`src/rtl/id_ex_stage_reg_if.sv`:
```
// ID/EX pipeline register bus: ID-side inputs, hazard controls and EX-side outputs.
// Optional stall counter signal present only when ID_EX_STALL_CNT_EN is defined.
interface id_ex_stage_reg_if #(
  parameter int unsigned DATA_W      = 32,
  parameter int unsigned CTRL_W      = 16
`ifdef ID_EX_STALL_CNT_EN
  , parameter int unsigned STALL_CNT_W = 32
`endif
);
  logic              hold;
  logic              flush;
  logic              lock;
  logic [1:0]        Red_R1;
  logic [1:0]        Red_R2;
  logic [DATA_W-1:0] ID_R1_data;
  logic [DATA_W-1:0] ID_R2_data;
  logic [DATA_W-1:0] EX_fwd;
  logic [DATA_W-1:0] MEM_fwd;
  logic [DATA_W-1:0] ID_pc;
  logic [DATA_W-1:0] ID_imm;
  logic [4:0]        ID_RW;
  logic              ID_We;
  logic              ID_load;
  logic [1:0]        ID_mem;
  logic [CTRL_W-1:0] ID_ctrl;

  logic [DATA_W-1:0] EX_A;
  logic [DATA_W-1:0] EX_B;
  logic [DATA_W-1:0] EX_pc;
  logic [DATA_W-1:0] EX_imm;
  logic [4:0]        EX_RW;
  logic              EX_We;
  logic              EX_load;
  logic [1:0]        EX_mem;
  logic [CTRL_W-1:0] EX_ctrl;
  logic              EX_valid;
`ifdef ID_EX_STALL_CNT_EN
  logic [STALL_CNT_W-1:0] stall_cnt;
`endif

  // Upstream driver side (decode stage + forwarding unit)
  modport master (
    output hold, flush, lock, Red_R1, Red_R2, ID_R1_data, ID_R2_data, EX_fwd, MEM_fwd,
           ID_pc, ID_imm, ID_RW, ID_We, ID_load, ID_mem, ID_ctrl,
    input  EX_A, EX_B, EX_pc, EX_imm, EX_RW, EX_We, EX_load, EX_mem, EX_ctrl, EX_valid
`ifdef ID_EX_STALL_CNT_EN
    , input stall_cnt
`endif
  );

  // Pipeline register side
  modport slave (
    input  hold, flush, lock, Red_R1, Red_R2, ID_R1_data, ID_R2_data, EX_fwd, MEM_fwd,
           ID_pc, ID_imm, ID_RW, ID_We, ID_load, ID_mem, ID_ctrl,
    output EX_A, EX_B, EX_pc, EX_imm, EX_RW, EX_We, EX_load, EX_mem, EX_ctrl, EX_valid
`ifdef ID_EX_STALL_CNT_EN
    , output stall_cnt
`endif
  );
endinterface

```
`src/rtl/id_ex_stage_reg.sv`:
```
// ID/EX pipeline register with operand forwarding mux and bubble insertion.
// Update priority each edge: rst > hold > flush > lock > load.
// Optional feature macro: ID_EX_STALL_CNT_EN adds a saturating lock-bubble counter.
module id_ex_stage_reg #(
  parameter int unsigned DATA_W      = 32,
  parameter int unsigned CTRL_W      = 16
`ifdef ID_EX_STALL_CNT_EN
  , parameter int unsigned STALL_CNT_W = 32
`endif
) (
  input logic             clk,
  input logic             rst,
  id_ex_stage_reg_if.slave bus
);

  logic [DATA_W-1:0] opnd_a;
  logic [DATA_W-1:0] opnd_b;

  // Operand select: EX result is newest, so it wins over MEM when both are flagged
  always_comb begin
    opnd_a = bus.ID_R1_data;
    opnd_b = bus.ID_R2_data;
    if (bus.Red_R1[0])      opnd_a = bus.EX_fwd;
    else if (bus.Red_R1[1]) opnd_a = bus.MEM_fwd;
    if (bus.Red_R2[0])      opnd_b = bus.EX_fwd;
    else if (bus.Red_R2[1]) opnd_b = bus.MEM_fwd;
  end

  // Pipeline register: freeze on hold, bubble on flush/lock, otherwise load
  always_ff @(posedge clk) begin
    if (rst || (!bus.hold && (bus.flush || bus.lock))) begin
      bus.EX_A     <= DATA_W'(0);
      bus.EX_B     <= DATA_W'(0);
      bus.EX_pc    <= DATA_W'(0);
      bus.EX_imm   <= DATA_W'(0);
      bus.EX_RW    <= 5'd0;
      bus.EX_We    <= 1'b0;
      bus.EX_load  <= 1'b0;
      bus.EX_mem   <= 2'd0;
      bus.EX_ctrl  <= CTRL_W'(0);
      bus.EX_valid <= 1'b0;
    end else if (!bus.hold) begin
      bus.EX_A     <= opnd_a;
      bus.EX_B     <= opnd_b;
      bus.EX_pc    <= bus.ID_pc;
      bus.EX_imm   <= bus.ID_imm;
      bus.EX_RW    <= bus.ID_RW;
      bus.EX_We    <= bus.ID_We;
      bus.EX_load  <= bus.ID_load;
      bus.EX_mem   <= bus.ID_mem;
      bus.EX_ctrl  <= bus.ID_ctrl;
      bus.EX_valid <= 1'b1;
    end
  end

`ifdef ID_EX_STALL_CNT_EN
  // Lock-bubble counter: counts only bubbles caused by lock alone, saturates at all-ones
  always_ff @(posedge clk) begin
    if (rst) begin
      bus.stall_cnt <= STALL_CNT_W'(0);
    end else if (bus.lock && !bus.hold && !bus.flush && (bus.stall_cnt != {STALL_CNT_W{1'b1}})) begin
      bus.stall_cnt <= bus.stall_cnt + STALL_CNT_W'(1);
    end
  end
`endif

endmodule

```
`src/flat_wrapper.sv`:
```
// flat-port wrapper written by rule: the top's interface ports become plain ports
module id_ex_stage_reg_flat 
#(
  parameter int unsigned DATA_W      = 32,
  parameter int unsigned CTRL_W      = 16

)
  (clk, rst, bus_hold, bus_flush, bus_lock, bus_Red_R1, bus_Red_R2, bus_ID_R1_data, bus_ID_R2_data, bus_EX_fwd, bus_MEM_fwd, bus_ID_pc, bus_ID_imm, bus_ID_RW, bus_ID_We, bus_ID_load, bus_ID_mem, bus_ID_ctrl, bus_EX_A, bus_EX_B, bus_EX_pc, bus_EX_imm, bus_EX_RW, bus_EX_We, bus_EX_load, bus_EX_mem, bus_EX_ctrl, bus_EX_valid);
  id_ex_stage_reg_if #(.DATA_W(DATA_W), .CTRL_W(CTRL_W)) bus_i ();
  input logic clk;
  input logic rst;
  input wire logic [$bits(bus_i.hold)-1:0] bus_hold;
  input wire logic [$bits(bus_i.flush)-1:0] bus_flush;
  input wire logic [$bits(bus_i.lock)-1:0] bus_lock;
  input wire logic [$bits(bus_i.Red_R1)-1:0] bus_Red_R1;
  input wire logic [$bits(bus_i.Red_R2)-1:0] bus_Red_R2;
  input wire logic [$bits(bus_i.ID_R1_data)-1:0] bus_ID_R1_data;
  input wire logic [$bits(bus_i.ID_R2_data)-1:0] bus_ID_R2_data;
  input wire logic [$bits(bus_i.EX_fwd)-1:0] bus_EX_fwd;
  input wire logic [$bits(bus_i.MEM_fwd)-1:0] bus_MEM_fwd;
  input wire logic [$bits(bus_i.ID_pc)-1:0] bus_ID_pc;
  input wire logic [$bits(bus_i.ID_imm)-1:0] bus_ID_imm;
  input wire logic [$bits(bus_i.ID_RW)-1:0] bus_ID_RW;
  input wire logic [$bits(bus_i.ID_We)-1:0] bus_ID_We;
  input wire logic [$bits(bus_i.ID_load)-1:0] bus_ID_load;
  input wire logic [$bits(bus_i.ID_mem)-1:0] bus_ID_mem;
  input wire logic [$bits(bus_i.ID_ctrl)-1:0] bus_ID_ctrl;
  output wire logic [$bits(bus_i.EX_A)-1:0] bus_EX_A;
  output wire logic [$bits(bus_i.EX_B)-1:0] bus_EX_B;
  output wire logic [$bits(bus_i.EX_pc)-1:0] bus_EX_pc;
  output wire logic [$bits(bus_i.EX_imm)-1:0] bus_EX_imm;
  output wire logic [$bits(bus_i.EX_RW)-1:0] bus_EX_RW;
  output wire logic [$bits(bus_i.EX_We)-1:0] bus_EX_We;
  output wire logic [$bits(bus_i.EX_load)-1:0] bus_EX_load;
  output wire logic [$bits(bus_i.EX_mem)-1:0] bus_EX_mem;
  output wire logic [$bits(bus_i.EX_ctrl)-1:0] bus_EX_ctrl;
  output wire logic [$bits(bus_i.EX_valid)-1:0] bus_EX_valid;
  assign bus_i.hold = bus_hold;
  assign bus_i.flush = bus_flush;
  assign bus_i.lock = bus_lock;
  assign bus_i.Red_R1 = bus_Red_R1;
  assign bus_i.Red_R2 = bus_Red_R2;
  assign bus_i.ID_R1_data = bus_ID_R1_data;
  assign bus_i.ID_R2_data = bus_ID_R2_data;
  assign bus_i.EX_fwd = bus_EX_fwd;
  assign bus_i.MEM_fwd = bus_MEM_fwd;
  assign bus_i.ID_pc = bus_ID_pc;
  assign bus_i.ID_imm = bus_ID_imm;
  assign bus_i.ID_RW = bus_ID_RW;
  assign bus_i.ID_We = bus_ID_We;
  assign bus_i.ID_load = bus_ID_load;
  assign bus_i.ID_mem = bus_ID_mem;
  assign bus_i.ID_ctrl = bus_ID_ctrl;
  assign bus_EX_A = bus_i.EX_A;
  assign bus_EX_B = bus_i.EX_B;
  assign bus_EX_pc = bus_i.EX_pc;
  assign bus_EX_imm = bus_i.EX_imm;
  assign bus_EX_RW = bus_i.EX_RW;
  assign bus_EX_We = bus_i.EX_We;
  assign bus_EX_load = bus_i.EX_load;
  assign bus_EX_mem = bus_i.EX_mem;
  assign bus_EX_ctrl = bus_i.EX_ctrl;
  assign bus_EX_valid = bus_i.EX_valid;
  id_ex_stage_reg #(.DATA_W(DATA_W), .CTRL_W(CTRL_W)) u_core (.clk(clk), .rst(rst), .bus(bus_i));
endmodule
```
`config.mk`:
```
export PLATFORM = sky130hd
export DESIGN_NAME = id_ex_stage_reg_flat
export DESIGN_NICKNAME = d
export VERILOG_FILES = /design/src/rtl/id_ex_stage_reg_if.sv /design/src/rtl/id_ex_stage_reg.sv /design/src/flat_wrapper.sv
export SDC_FILE = /design/constraint.sdc
export NUM_CORES = 1
export LEC_CHECK = 0
export BUFFER_PORTS_ARGS = -buffer_cell sky130_fd_sc_hd__buf_4
export CORE_AREA = 2 2 146 148
export CTS_CLUSTER_DIAMETER = 200
export DETAILED_ROUTE_END_ITERATION = 6
export DIE_AREA = 0 0 148 150
export GPL_TIMING_DRIVEN = 0
export PLACE_DENSITY_LB_ADDON = 0.08
export SLEW_MARGIN = 20
export SYNTH_ARGS = -nofsm -noshare
export SYNTH_HDL_FRONTEND = slang
export SYNTH_SLANG_ARGS = --single-unit
export TNS_END_PERCENT = 100
```
`constraint.sdc`:
```
create_clock -name clk -period 0.9 [get_ports clk]
set_input_delay 0.09 -clock clk [delete_from_list [all_inputs] [get_ports clk]]
set_output_delay 0.09 -clock clk [all_outputs]
set_load 0.05 [all_outputs]
```
### Yosys cells after proc, flatten, opt, wreduce, memory -nomap -nowiden

Cells that the tools add are included.

| operators by class | value |
|---|---|
| muxes and demuxes | 4 |
| reduce and logical (&&, ||, !) cells | 4 |

Operators with widths:

| operator | count |
|---|---|
| $mux 32 | 4 |
| $logic_or 1x1->1 | 2 |
| $logic_and 1x1->1 | 1 |
| $logic_not 1->1 | 1 |

| storage, ports and cells | value |
|---|---|
| word-level logic and storage cells | 18 |
| output and inout port bits | 154 |
| register bits | 154 |
| bits of input ports | 226 |

### Depth between registers and ports, before layout

Gate-level depths: netlist of the first run.

| depth | value |
|---|---|
| depth after elaboration | 3 |
| mapped depth | 6 |
| depth with buffers taken out | 3 |

### Least setup slack after synthesis of the first run

No wires, ideal clock.

| path | value |
|---|---|
| kind | reg-to-reg |
| start point | reg u_core.bus.EX_B[31] (netlist name) |
| end point | reg u_core.bus.EX_B[31] |
| cell stages (with the launch flop) | 3 |
| setup time | 0.112 ns |
| path slack | -0.174 ns |
| required time | 0.788 ns |
| arrival time | 0.961 ns |
| period minus slack after synthesis | 1.074 ns |
| buffers on the path | 0 |
| cell sequence | dfxtp_1 -> nor2_1 -> a2111oi_1 |

RTL lines:

| element | line | text |
|---|---|---|
| to (signal assigned) | id_ex_stage_reg.sv:44 | `bus.EX_B <= opnd_b;` |
| to (decl) | id_ex_stage_reg_if.sv:55 | `output EX_A, EX_B, EX_pc, EX_imm, EX_RW, EX_We, EX_load, EX_mem, EX_ctrl, EX_valid` |

### Final worst setup path of the first run

| path | value |
|---|---|
| start point | reg u_core.bus.EX_imm[12] |
| end point | out bus_EX_imm[12] |

RTL lines:

| element | line | text |
|---|---|---|
| from (decl) | id_ex_stage_reg_if.sv:55 |  |
| from (signal assigned) | id_ex_stage_reg.sv:46 | `bus.EX_imm <= bus.ID_imm;` |
| to (decl) | flat_wrapper.sv:31 | `output wire logic [$bits(bus_i.EX_imm)-1:0] bus_EX_imm;` |

No word-level cell between the ends.

==> results of run 1 <==
## placed cells by master, fill, tap and decap left out, types with 4 or more instances in the layout
| cell type | n |
|---|---|
| dfxtp_4 | 35 |
| inv_6 | 4 |
| clkbuf_16 | 17 |
| nor2_1 | 123 |
| o22ai_1 | 11 |
| mux2i_1 | 153 |
| a211oi_2 | 29 |
| buf_8 | 146 |
| o22ai_2 | 18 |
| buf_6 | 16 |
| buf_2 | 13 |
| nor3b_1 | 33 |
| clkbuf_1 | 4 |
| inv_8 | 5 |
| a2111oi_2 | 32 |
| dlygate4sd3_1 | 110 |
| buf_12 | 4 |
| dfxtp_2 | 119 |
| buf_4 | 282 |
## through the flow
step	std cells	cell area, µm²	hold slack, ns	power (mW)	setup TNS [ns]
floorplan	622	7100	0.234	10.2	-2.78
global placement	1274	10300	0.318	12.0	-68.13
detailed placement	1274	10300	0.328	12.0	-68.48
CTS	1440	13400	0.00289	20.7	-19.03
global route	1452	13600	0.0229	21.4	-22.00
finish	1452	13600	0.0194	20.6	-16.59
## cell type report
class	instances	share of cell area (%)
multi-input cells	409	25.6
inverters	2	0.0645
flip-flops and latches	154	24.8
clock inverters	14	1.28
well taps	275	2.53
clock buffers	18	3.23
repair buffers	522	39.4
plain buffers	57	3.15
diodes	1	0.0184
## metal layers
layer | GRT usage [%] | routed length [µm] | vias to the layer above
met5 | 0 | 0 | -
met4 | 8.76 | 816 | 0
met3 | 8.63 | 2250 | 49
met2 | 41.3 | 13600 | 257
met1 | 26.0 | 10100 | 3248
li1 | - | - | 3342
## what timing repair did
action / in CTS / in global routing
endpoints found under the setup margin: 214 / 226
setup buffers: 24 / 15
hold buffers: 110 / 0
pin swaps: 0 / 12
endpoints found under the hold margin: 110 / 0
resized for setup: 384 / 36
## registers in the layout, indices dropped and copies added, names as in the netlist
signal               count
u_core.bus.EX_A         32
u_core.bus.EX_B         32
u_core.bus.EX_RW         5
u_core.bus.EX_We         1
u_core.bus.EX_ctrl      16
u_core.bus.EX_imm       32
u_core.bus.EX_load       1
u_core.bus.EX_mem        2
u_core.bus.EX_pc        32
u_core.bus.EX_valid      1
## logic make-up after synthesis
family                 Yosys count  share of synthesized area (%)
and+or+nand+nor                159                           10.8
DFF                            154                           45.6
muxes                          153                           22.6
AOI/OAI and AO/OA               97                           15.8
buffers and inverters           59                           5.16
## worst paths after layout
| kind | from | slack [ns] | end | cells after the start |
|---|---|---|---|---|
| worst max-delay path | u_core.bus.EX_imm[12]$_SDFFE_PP0N_ | -0.14 | bus_EX_imm[12] | 1 |
| worst min-delay path | bus_EX_fwd[30] | 0.02 | u_core.bus.EX_A[30]$_SDFFE_PP0N_ | 3 |
| worst max register to register | u_core.bus.EX_B[6]$_SDFFE_PP0N_ | 0.03 | u_core.bus.EX_B[6]$_SDFFE_PP0N_ | 3 |
| worst min register to register | u_core.bus.EX_valid$_SDFFE_PP0N_ | 0.47 | u_core.bus.EX_valid$_SDFFE_PP0N_ | 2 |
## worst register-to-register path, cell delays in order (launching register included)
cell,delay (ns)
dfxtp_4,0.35
buf_4,0.10
nor2_1,0.04
a2111oi_2,0.27
## power groups by stage
stage / logic [mW] / clock network, mW / registers [mW]
6_report: 5.54 / 7.60 / 7.50
5_1_grt: 5.83 / 8.01 / 7.53
4_1_cts: 5.43 / 7.77 / 7.48
3_5_place_dp: 4.48 / 0 / 7.49
3_3_place_gp: 4.47 / 0 / 7.49
2_1_floorplan: 1.49 / 0 / 8.70
## synthesized netlist by cell type
cell type / instances / area [µm²]
a2111oi_1: 2 / 20.0
a2111oi_2: 31 / 465
clkbuf_1: 6 / 22.5
a21oi_1: 1 / 5.00
a211oi_2: 29 / 363
buf_8: 3 / 45.0
nor2_1: 124 / 465
mux2i_1: 153 / 1530
nor3b_1: 33 / 248
dfxtp_1: 154 / 3080
inv_1: 1 / 3.75
o22ai_1: 31 / 194
a211oi_1: 2 / 15.0
nor2_2: 1 / 6.26
o21bai_1: 1 / 7.51
nand2b_2: 1 / 8.76
clkinv_2: 1 / 5.00
buf_2: 35 / 175
buf_4: 13 / 97.6
==> results.md, run 1 <==
- Status: finished with violations
- Violations in the final reports: negative setup slack
- Setup repair after global routing missed its margin: true
- Number of buffers created by CTS: 17
- Count of buffers from port buffering: 377
- Slowest CP cell: dfxtp_2
- Critical-path cell list: buf_8
- Total buffers and inverters traversed by the critical path: 1
- Std cell rows: 53
- Standard cell core area: 0.0207 mm²
- Net switching share of the total power: 31.1%
- Design internal power: 14.2 mW
- Number of violations reported at the end of detailed-routing iteration 0: 173
- Overall die width: 148 µm
- Pwr per Cell Area: 1520 mW/mm²
- Proportion of power drawn by flip-flops and latches: 36.3%
- Number of register bits inferred by synthesis: 154
- Clock latency reported for the late side of the worst-skew pair: 0.42 ns
- TritonCTS clock tree: built
- Number of filler instances in the final layout: 1629
- Final Setup Violations: 154
- Ys Warns: 0
- NetSw: 6.42 mW
- Gr ovfl total: 0
- Mapped Nets: 848
- Count of nets left with antenna violations after detail routing: 0
- Number of instances in the synthesized netlist: 622
- Detailed Place HPWL: 18.6 mm
- Final hold vios: 0
- First-pass detailed-route iteration total: 4
- Static power due to leakage: 6.06 nW
- WS Path Type: flop to primary output
- Total via count in the routed design: 6896
- Cell family with the largest share of critical-path delay: flip-flops
- Maximum vdd drop: 1230 µV
- Routability-driven placement congestion ratio: 0.744
- Required @ worst endpoint: 0.81 ns
- Routed length per instance: 18.5 µm
- Worst min path class: input port to flop
- Total Wirelength: 26.8 mm
- Final setup slack of the worst path: -0.136 ns
- Maximum number of buffers from clock root to sink: 2
- Pre-CTS setup slack: -0.587 ns
- Synth-to-Final Area Change: 101%
- Proportion of power drawn by combinational gates: 26.8%
- Number of placed I/O pins: 380
- Pins Over Slew Limit: 0
- Starting Density: 32.7%
- Number of nets in the layout: 1389
- Clk network pwr share: 36.8%
- Htree depth: 4
- Max-capacitance violation count: 0
- Antenna violations before repair: 1
- Area taken by flip-flops and latches: 0.00336 mm²
- Largest clock skew in the final design: 0 ns
- Element type at the critical path end: primary output
- Final period demand of the worst path: 1.04 ns
- Cell area after synthesis: 0.00676 mm²
- Actual transition at the worst max-transition pin: 0.470 ns
- Total routing usage reported by global routing: 23.5%
- Relative slew margins: 68.7%
- Fraction of final layout cells with drive strength greater than 1: 62.6%
- CP max FO: 2
- Maximum frequency from static timing analysis: 966 MHz
- Period utilisation layout: 115%
- Arrival @ worst endpoint: 0.95 ns
- Wire length of the first global-routing pass: 40.2 mm
- Clock transition at the register clock pins on the worst setup and hold paths after CTS: 0.07 ns
- Kind of start point of the critical path: flop
- DR vias/cell: 4.75
- Drt drc: 0
- CTS Root Cell: clkbuf_16
- Syn Area/Cell: 10.9 µm²
- Slowest stage delay, CP: 0.37 ns
- Area of the die: 0.0222 mm²
- Via count of the first global-routing pass: 7358
- Multi-input gate area in the final layout: 0.00348 mm²
- Die height: 150 µm
- Maximum number of pins on one net before global-route repair: 17
- Sink count of the clock tree: 154
- Yosys cell types: 19
- Portion of the post-synthesis area used by sequential elements: 45.6%
- Core utilization of the finished layout: 65.7%
No activity file was read; power rests on OpenSTA's default activity.
==> run 2: changes to the inputs <==
--- a/config.mk
+++ b/config.mk
@@ -5,11 +5,12 @@
 export SDC_FILE = /design/constraint.sdc
 export NUM_CORES = 1
 export LEC_CHECK = 0
+export ABC_AREA = 1
 export BUFFER_PORTS_ARGS = -buffer_cell sky130_fd_sc_hd__buf_4
-export CORE_AREA = 2 2 146 148
+export CORE_AREA = 2 2 148 150
 export CTS_CLUSTER_DIAMETER = 200
 export DETAILED_ROUTE_END_ITERATION = 6
-export DIE_AREA = 0 0 148 150
+export DIE_AREA = 0 0 150 152
 export GPL_TIMING_DRIVEN = 0
 export PLACE_DENSITY_LB_ADDON = 0.08
 export SLEW_MARGIN = 20
==> run 2 against run 1 <==
The run still ends with negative setup slack left. Sequential power about the same. Count of clock-buffer cells in the layout unchanged. Wire length increased by 19%. Sequential share of layout area decreased by 1.9 points. Sequential cell count stayed put. Clock power fell by 3.3%. Critical path type unchanged. Die area up 2.7%.
==> results.md, run 2 <==
- Pre-CTS setup slack: -0.467 ns (+0.120 ns)
- Cell area after synthesis: 0.00721 mm² (+6.6%)
- Maximum frequency from static timing analysis: 943 MHz (-2.3%)
- Number of violations reported at the end of detailed-routing iteration 0: 469 (+170%)
- Area of the die: 0.0228 mm² (+2.7%)
- Number of buffers created by CTS: 17 (unchanged)
- Die height: 152 µm (+1.3%)
- Via count of the first global-routing pass: 9196 (+25%)
- Number of enable-type register cells in the synthesized netlist: 0 (unchanged)
- Total via count in the routed design: 9242 (+34%)
- Clock latency reported for the late side of the worst-skew pair: 0.42 ns (about the same)
- Maximum number of pins on one net before global-route repair: 17 (unchanged)
- Number of register bits inferred by synthesis: 154 (unchanged)
- Post-route worst hold slack: 0.00755 ns (-0.0119 ns)
- Max-capacitance violation count: 0 (unchanged)
- Slowest CP cell: dfxtp_2
- Detailed Place HPWL: 21.7 mm (+17%)
- Maximum vdd drop: 1100 µV (-11%)
- Clk network pwr share: 35.9% (-0.9 points)
- Required @ worst endpoint: 0.81 ns (about the same)
- Most frequent cell after synthesis: nand2_1
- Leading cell type in the layout, fill and taps excluded: nand2_1
- Synth top area share: 42.8% (-2.8 points)
- TritonCTS clock tree: built
- Number of nets in the layout: 1921 (+38%)
- Design internal power: 13.9 mW (-2.1%)
- Std cell rows: 54 (+1.9%)
- Total routing usage reported by global routing: 26.5% (+3.0 points)
- DR vias/cell: 4.65 (-2.2%)
- Pwr per Cell Area: 1420 mW/mm² (-6.4%)
- Routability-driven placement congestion ratio: 0.878 (+18%)
- Overall die width: 150 µm (+1.4%)
- Starting Density: 33.8% (+1.1 points)
- CTS Root Cell: clkbuf_16
- Count of nets left with antenna violations after detail routing: 0 (unchanged)
- Number of filler instances in the final layout: 1754 (+7.7%)
- Top library cells by usage in the layout, fill and taps aside: nand2_1, buf_4, dlygate4sd3_1
- Status: finished with violations
- Clock transition at the register clock pins on the worst setup and hold paths after CTS: 0.07 ns (about the same)
- Htree depth: 4 (unchanged)
- Period utilisation layout: 118% (+2.7 points)
- Synth-to-Final Area Change: 99.7%
- Final hold vios: 0 (unchanged)
- Worst min path class: input port to flop
- Pins Over Slew Limit: 0 (unchanged)
- Portion of the post-synthesis area used by sequential elements: 42.8% (-2.8 points)
- Kind of start point of the critical path: flop
- Slowest stage delay, CP: 0.38 ns (about the same)
- Routed length per instance: 16.1 µm (-13%)
- Total buffers and inverters traversed by the critical path: 1 (unchanged)
- Yosys top cell by area: dfxtp_1
- Most common library cells after synthesis: nand2_1, dfxtp_1, a21oi_1, nor2_1, nand3_1
- Final period demand of the worst path: 1.06 ns (+0.0244 ns)
- Static power due to leakage: 6.74 nW (+11%)
- Proportion of power drawn by combinational gates: 27.5% (+0.7 points)
- Leading post-synthesis cells by cell area: dfxtp_1, nand2_1, a21oi_1
- WS Path Type: flop to primary output
- Final setup slack of the worst path: -0.160 ns (-0.0244 ns)
- Net switching share of the total power: 32.0% (+0.91 points)
- Ys Warns: 0 (unchanged)
- Final Setup Violations: 154 (unchanged)
- Antenna violations before repair: 1 (unchanged)
- First-pass detailed-route iteration total: 5 (+1)
- Yosys cell types: 17 (-2)
- Number of instances in the synthesized netlist: 1092 (+76%)
- Drt drc: 0 (unchanged)
- Number of placed I/O pins: 380 (unchanged)
- Syn Area/Cell: 6.60 µm² (-39%)
- PnR Total Power: 20.5 mW (-0.78%)
- Post-synthesis async set-or-reset flop share: 0% (unchanged)
- Standard cell core area: 0.0214 mm² (+3.2%)
- CP max FO: 2 (unchanged)
- Cell family with the largest share of critical-path delay: flip-flops
- Setup repair after global routing missed its margin: true
- Arrival @ worst endpoint: 0.97 ns (+0.02 ns)
- Predominant post-synthesis flop cell: dfxtp_1
- Fraction of final layout cells with drive strength greater than 1: 38.3% (-24 points)
- Mapped Nets: 1318 (+55%)
- Count of buffers from port buffering: 374 (-0.80%)
- Violations in the final reports: negative setup slack
- Actual transition at the worst max-transition pin: 0.599 ns (+0.129 ns)
- Wire length of the first global-routing pass: 47.3 mm (+18%)
- Setup TNS Final: -16.84 ns (-0.244 ns)
- Total Wirelength: 32.1 mm (+19%)
- Proportion of power drawn by flip-flops and latches: 36.6% (+0.3 points)
- NetSw: 6.55 mW (+2.1%)
- Sink count of the clock tree: 154 (unchanged)
- Element type at the critical path end: primary output
- Relative slew margins: 60.1% (-8.6 points)
- Core utilization of the finished layout: 67.4% (+1.8 points)
- Gr ovfl total: 0 (unchanged)
- Largest clock skew in the final design: 0 ns (unchanged)
- Maximum number of buffers from clock root to sink: 2 (unchanged)
- Critical-path cell list: buf_8
run 2: power by group through the flow:
stage	clock network [mW]	registers, mW	logic [mW]
after floorplan	0	8.64	1.45
after global placement	0	7.50	4.40
after detailed placement	0	7.51	4.41
after CTS	7.47	7.47	5.52
after global routing	7.76	7.52	6.00
final	7.35	7.49	5.64
run 2: cell type report:
type	count	area, µm²	area share [%]
Inverter	6	22.5	0.156
Antenna cell	1	2.50	0.0174
Timing Repair Buffer	584	6010	41.7
Clock inverter	14	155	1.08
Sequential cell	154	3300	22.9
Clock buffer	18	439	3.05
Buffer	85	502	3.48
Tap cell	280	350	2.43
Multi-Input combinational cell	847	3620	25.2
run 2: through the flow:
| stage | area [µm²] | cells |
|---|---|---|
| 4_1_cts | 14100 | 1967 |
| 2_1_floorplan | 7420 | 1092 |
| 3_5_place_dp | 10600 | 1746 |
| 6_report | 14400 | 1989 |
| 5_1_grt | 14400 | 1989 |
| 3_3_place_gp | 10600 | 1746 |
run 2: path summary, 6_finish.rpt:
kind                                                          start                                  end  slack (ns)  cells past startpoint
worst min register to register  u_core.bus.EX_ctrl[10]$_SDFFE_PP0N_  u_core.bus.EX_ctrl[10]$_SDFFE_PP0N_        0.47                      2
worst max-delay path               u_core.bus.EX_RW[1]$_SDFFE_PP0N_                         bus_EX_RW[1]       -0.16                      1
worst max register to register     u_core.bus.EX_A[25]$_SDFFE_PP0N_     u_core.bus.EX_A[25]$_SDFFE_PP0N_        0.03                      4
worst min-delay path                             bus_ID_R2_data[15]     u_core.bus.EX_B[15]$_SDFFE_PP0N_       0.008                      5
run 2: routing by layer:
metal / track usage [%] / up-vias / routed length, µm
li1: - / 4645 / -
met1: 29.6 / 4163 / 12500
met2: 47.9 / 368 / 16200
met3: 6.19 / 66 / 2390
met4: 10.8 / 0 / 1030
met5: 0 / - / 0
run 2: repair_timing:
action                                  in CTS  in global routing
setup buffers                                4                 21
hold buffers                               185                  0
cloned                                       0                  0
hold endpoints to repair                   152                  0
gates resized for setup                    292                 30
pin swaps                                    0                  2
endpoints found under the setup margin     155                221
run 2: kinds of logic after synthesis:
kind of cell    count (synthesis)  synth area share, %
compound gates                154                 10.7
buf+inv                        91                 7.06
simple gates                  693                 39.4
flops                         154                 42.8
==> run 3: changes to the inputs <==
--- a/config.mk
+++ b/config.mk
@@ -17,4 +17,4 @@
 export SYNTH_ARGS = -nofsm -noshare
 export SYNTH_HDL_FRONTEND = slang
 export SYNTH_SLANG_ARGS = --single-unit
-export TNS_END_PERCENT = 100
+export TNS_END_PERCENT = 5
==> run 3 against run 2 <==
Combinational power about the same. Utilization fell by 0.20 points. Worst setup slack better by 0.014 ns. First-iteration DRC count down 9.4%. Wire length fell by 1.3%. The run still ends with negative setup slack left. Critical endpoint is now bus_EX_A[31].
==> results.md, run 3 (synthesis results as in run 2) <==
- Status: finished with violations
- Violations in the final reports: negative setup slack
- Post-route worst hold slack: 0.00655 ns (-0.00100 ns)
- CP max FO: 2 (unchanged)
- Maximum frequency from static timing analysis: 956 MHz (+1.3%)
- TritonCTS clock tree: built
- Static power due to leakage: 6.66 nW (-1.1%)
- Max-capacitance violation count: 0 (unchanged)
- Clock latency reported for the late side of the worst-skew pair: 0.42 ns (about the same)
- Capture instance of the worst register-to-register path: u_core.bus.EX_A[31]$_SDFFE_PP0N_
- Number of placed I/O pins: 380 (unchanged)
- Top library cells by usage in the layout, fill and taps aside: nand2_1, buf_4, dlygate4sd3_1
- Sink count of the clock tree: 154 (unchanged)
- Arrival @ worst endpoint: 0.96 ns (about the same)
- Highest metal used: met4
- Worst min path class: input port to flop
- Clock transition at the register clock pins on the worst setup and hold paths after CTS: 0.07 ns (about the same)
- Synth-to-Final Area Change: 99.1%
- Pins Over Slew Limit: 0 (unchanged)
- Leading cell type in the layout, fill and taps excluded: nand2_1
- Detailed Place HPWL: 21.5 mm (-0.66%)
- Maximum number of buffers from clock root to sink: 2 (unchanged)
- First-pass detailed-route iteration total: 5 (unchanged)
- Count of buffers from port buffering: 374 (unchanged)
- Final Setup Violations: 154 (unchanged)
- Actual transition at the worst max-transition pin: 0.631 ns (+0.0327 ns)
- DR vias/cell: 4.66 (+0.20%)
- Number of nets in the layout: 1913 (-0.42%)
- Element type at the critical path end: primary output
- Critical-path cell list: buf_8
- Area of the die: 0.0228 mm² (unchanged)
- Std cell rows: 54 (unchanged)
- Cell family with the largest share of critical-path delay: flip-flops
- Count of nets left with antenna violations after detail routing: 0 (unchanged)
- Min-Delay Startpoint: bus_ID_R1_data[15]
- PnR Total Power: 20.4 mW (-0.45%)
- Number of buffers created by CTS: 17 (unchanged)
- Total via count in the routed design: 9219 (-0.25%)
- Total Wirelength: 31.6 mm (-1.3%)
- Setup repair after global routing missed its margin: true
- Final hold vios: 0 (unchanged)
- Relative slew margins: 57.9% (-2.2 points)
- Standard cell core area: 0.0214 mm² (unchanged)
- Routability-driven placement congestion ratio: 0.868 (-1.1%)
- Drt drc: 0 (unchanged)
- Wire length of the first global-routing pass: 47.9 mm (+1.2%)
- Overall die width: 150 µm (unchanged)
- WS Path Type: flop to primary output
- Slowest stage delay, CP: 0.38 ns (about the same)
- Antenna violations before repair: 0 (-1)
- Maximum number of pins on one net before global-route repair: 17 (unchanged)
- Die height: 152 µm (unchanged)
- Required @ worst endpoint: 0.81 ns (about the same)
- Final period demand of the worst path: 1.05 ns (-0.0139 ns)
- Slowest CP cell: dfxtp_4
- Number of filler instances in the final layout: 1793 (+2.2%)
- Routed length per instance: 16.0 µm (-0.88%)
- Met1 wire length: 12.5 mm (+0.30%)
- Maximum vdd drop: 1080 µV (-1.4%)
- Gr ovfl total: 0 (unchanged)
- CTS Root Cell: clkbuf_16
- Largest clock skew in the final design: 0 ns (unchanged)
- Kind of start point of the critical path: flop
- Cell depth of the worst flop-to-flop path: 3 (-1)
- Pwr per Cell Area: 1420 mW/mm² (-0.16%)
- Antenna Cells: 0 (-1)
- Number of violations reported at the end of detailed-routing iteration 0: 425 (-9.4%)
- Htree depth: 4 (unchanged)
- Fraction of final layout cells with drive strength greater than 1: 36.8% (-1.5 points)
- Total buffers and inverters traversed by the critical path: 1 (unchanged)
- End point of the most critical hold path: u_core.bus.EX_A[15]$_SDFFE_PP0N_
- Startpoint of the most critical register-to-register path: u_core.bus.EX_A[31]$_SDFFE_PP0N_
- Total routing usage reported by global routing: 26.9% (+0.37 points)
- Starting Density: 33.8% (unchanged)
- Period utilisation layout: 116% (-1.5 points)
- Number of stages on the worst hold path: 5 (unchanged)
- Worst setup slack for register-to-register paths: 0.02 ns (about the same)
- Final setup slack of the worst path: -0.146 ns (+0.0139 ns)
- Routed met2 length: 15.8 mm (-2.3%)
- Via count of the first global-routing pass: 9079 (-1.3%)
- Routed wl met3: 2.24 mm (-6.2%)
run 3: metrics by stage:
| stage | cells | setup TNS [ns] | cell area [µm²] | setup WS [ns] | utilization, % |
|---|---|---|---|---|---|
| finish | 1980 | -16.80 | 14400 | -0.146 | 67.2 |
| global route | 1980 | -20.85 | 14400 | -0.175 | 67.2 |
| CTS | 1978 | -19.69 | 14300 | -0.169 | 66.8 |
| detailed placement | 1746 | -51.66 | 10400 | -0.407 | 48.7 |
| global placement | 1746 | -51.20 | 10400 | -0.392 | 48.7 |
| floorplan | 1092 | -4.17 | 7240 | -0.0726 | - |
run 3: worst max path at each step:
| stage | to | cells past startpoint | slack [ns] | from |
|---|---|---|---|---|
| floorplan | u_core.bus.EX_A[11]$_SDFFE_PP0N_ | 3 | -0.07 | u_core.bus.EX_A[11]$_SDFFE_PP0N_ |
| global placement | u_core.bus.EX_B[19]$_SDFFE_PP0N_ | 6 | -0.39 | rst |
| detailed placement | u_core.bus.EX_B[12]$_SDFFE_PP0N_ | 6 | -0.41 | rst |
| CTS | bus_EX_A[31] | 1 | -0.17 | u_core.bus.EX_A[31]$_SDFFE_PP0N_ |
| global route | bus_EX_A[31] | 1 | -0.18 | u_core.bus.EX_A[31]$_SDFFE_PP0N_ |
| finish | bus_EX_A[31] | 1 | -0.15 | u_core.bus.EX_A[31]$_SDFFE_PP0N_ |
run 3: layer usage:
metal	track usage (%)	vias up
met2	47.4	340
met5	0	-
met4	11.2	0
li1	-	4625
met1	30.7	4181
met3	6.40	73
run 3: timing repair:
| action | CTS | global route |
|---|---|---|
| setup buffers | 0 | 2 |
| hold endpoints to repair | 153 | 0 |
| hold buffers | 200 | 0 |
| endpoints found under the setup margin | 154 | 196 |
| gates resized for setup | 437 | 23 |
run 3: area by class of cell:
class	instances	area, µm²	area share, %
repair buffers	576	5980	41.6
multi-input cells	847	3620	25.2
flip-flops and latches	154	3300	23.0
plain buffers	85	488	3.40
clock buffers	18	439	3.06
well taps	280	350	2.44
clock inverters	14	151	1.05
inverters	6	22.5	0.157
run 3: where the power goes:
part	leakage, nW	switching, mW	total, mW	internal [mW]
logic	5.05	2.92	5.61	2.69
clock network	0.289	3.28	7.28	4.00
registers	1.33	0.294	7.49	7.19
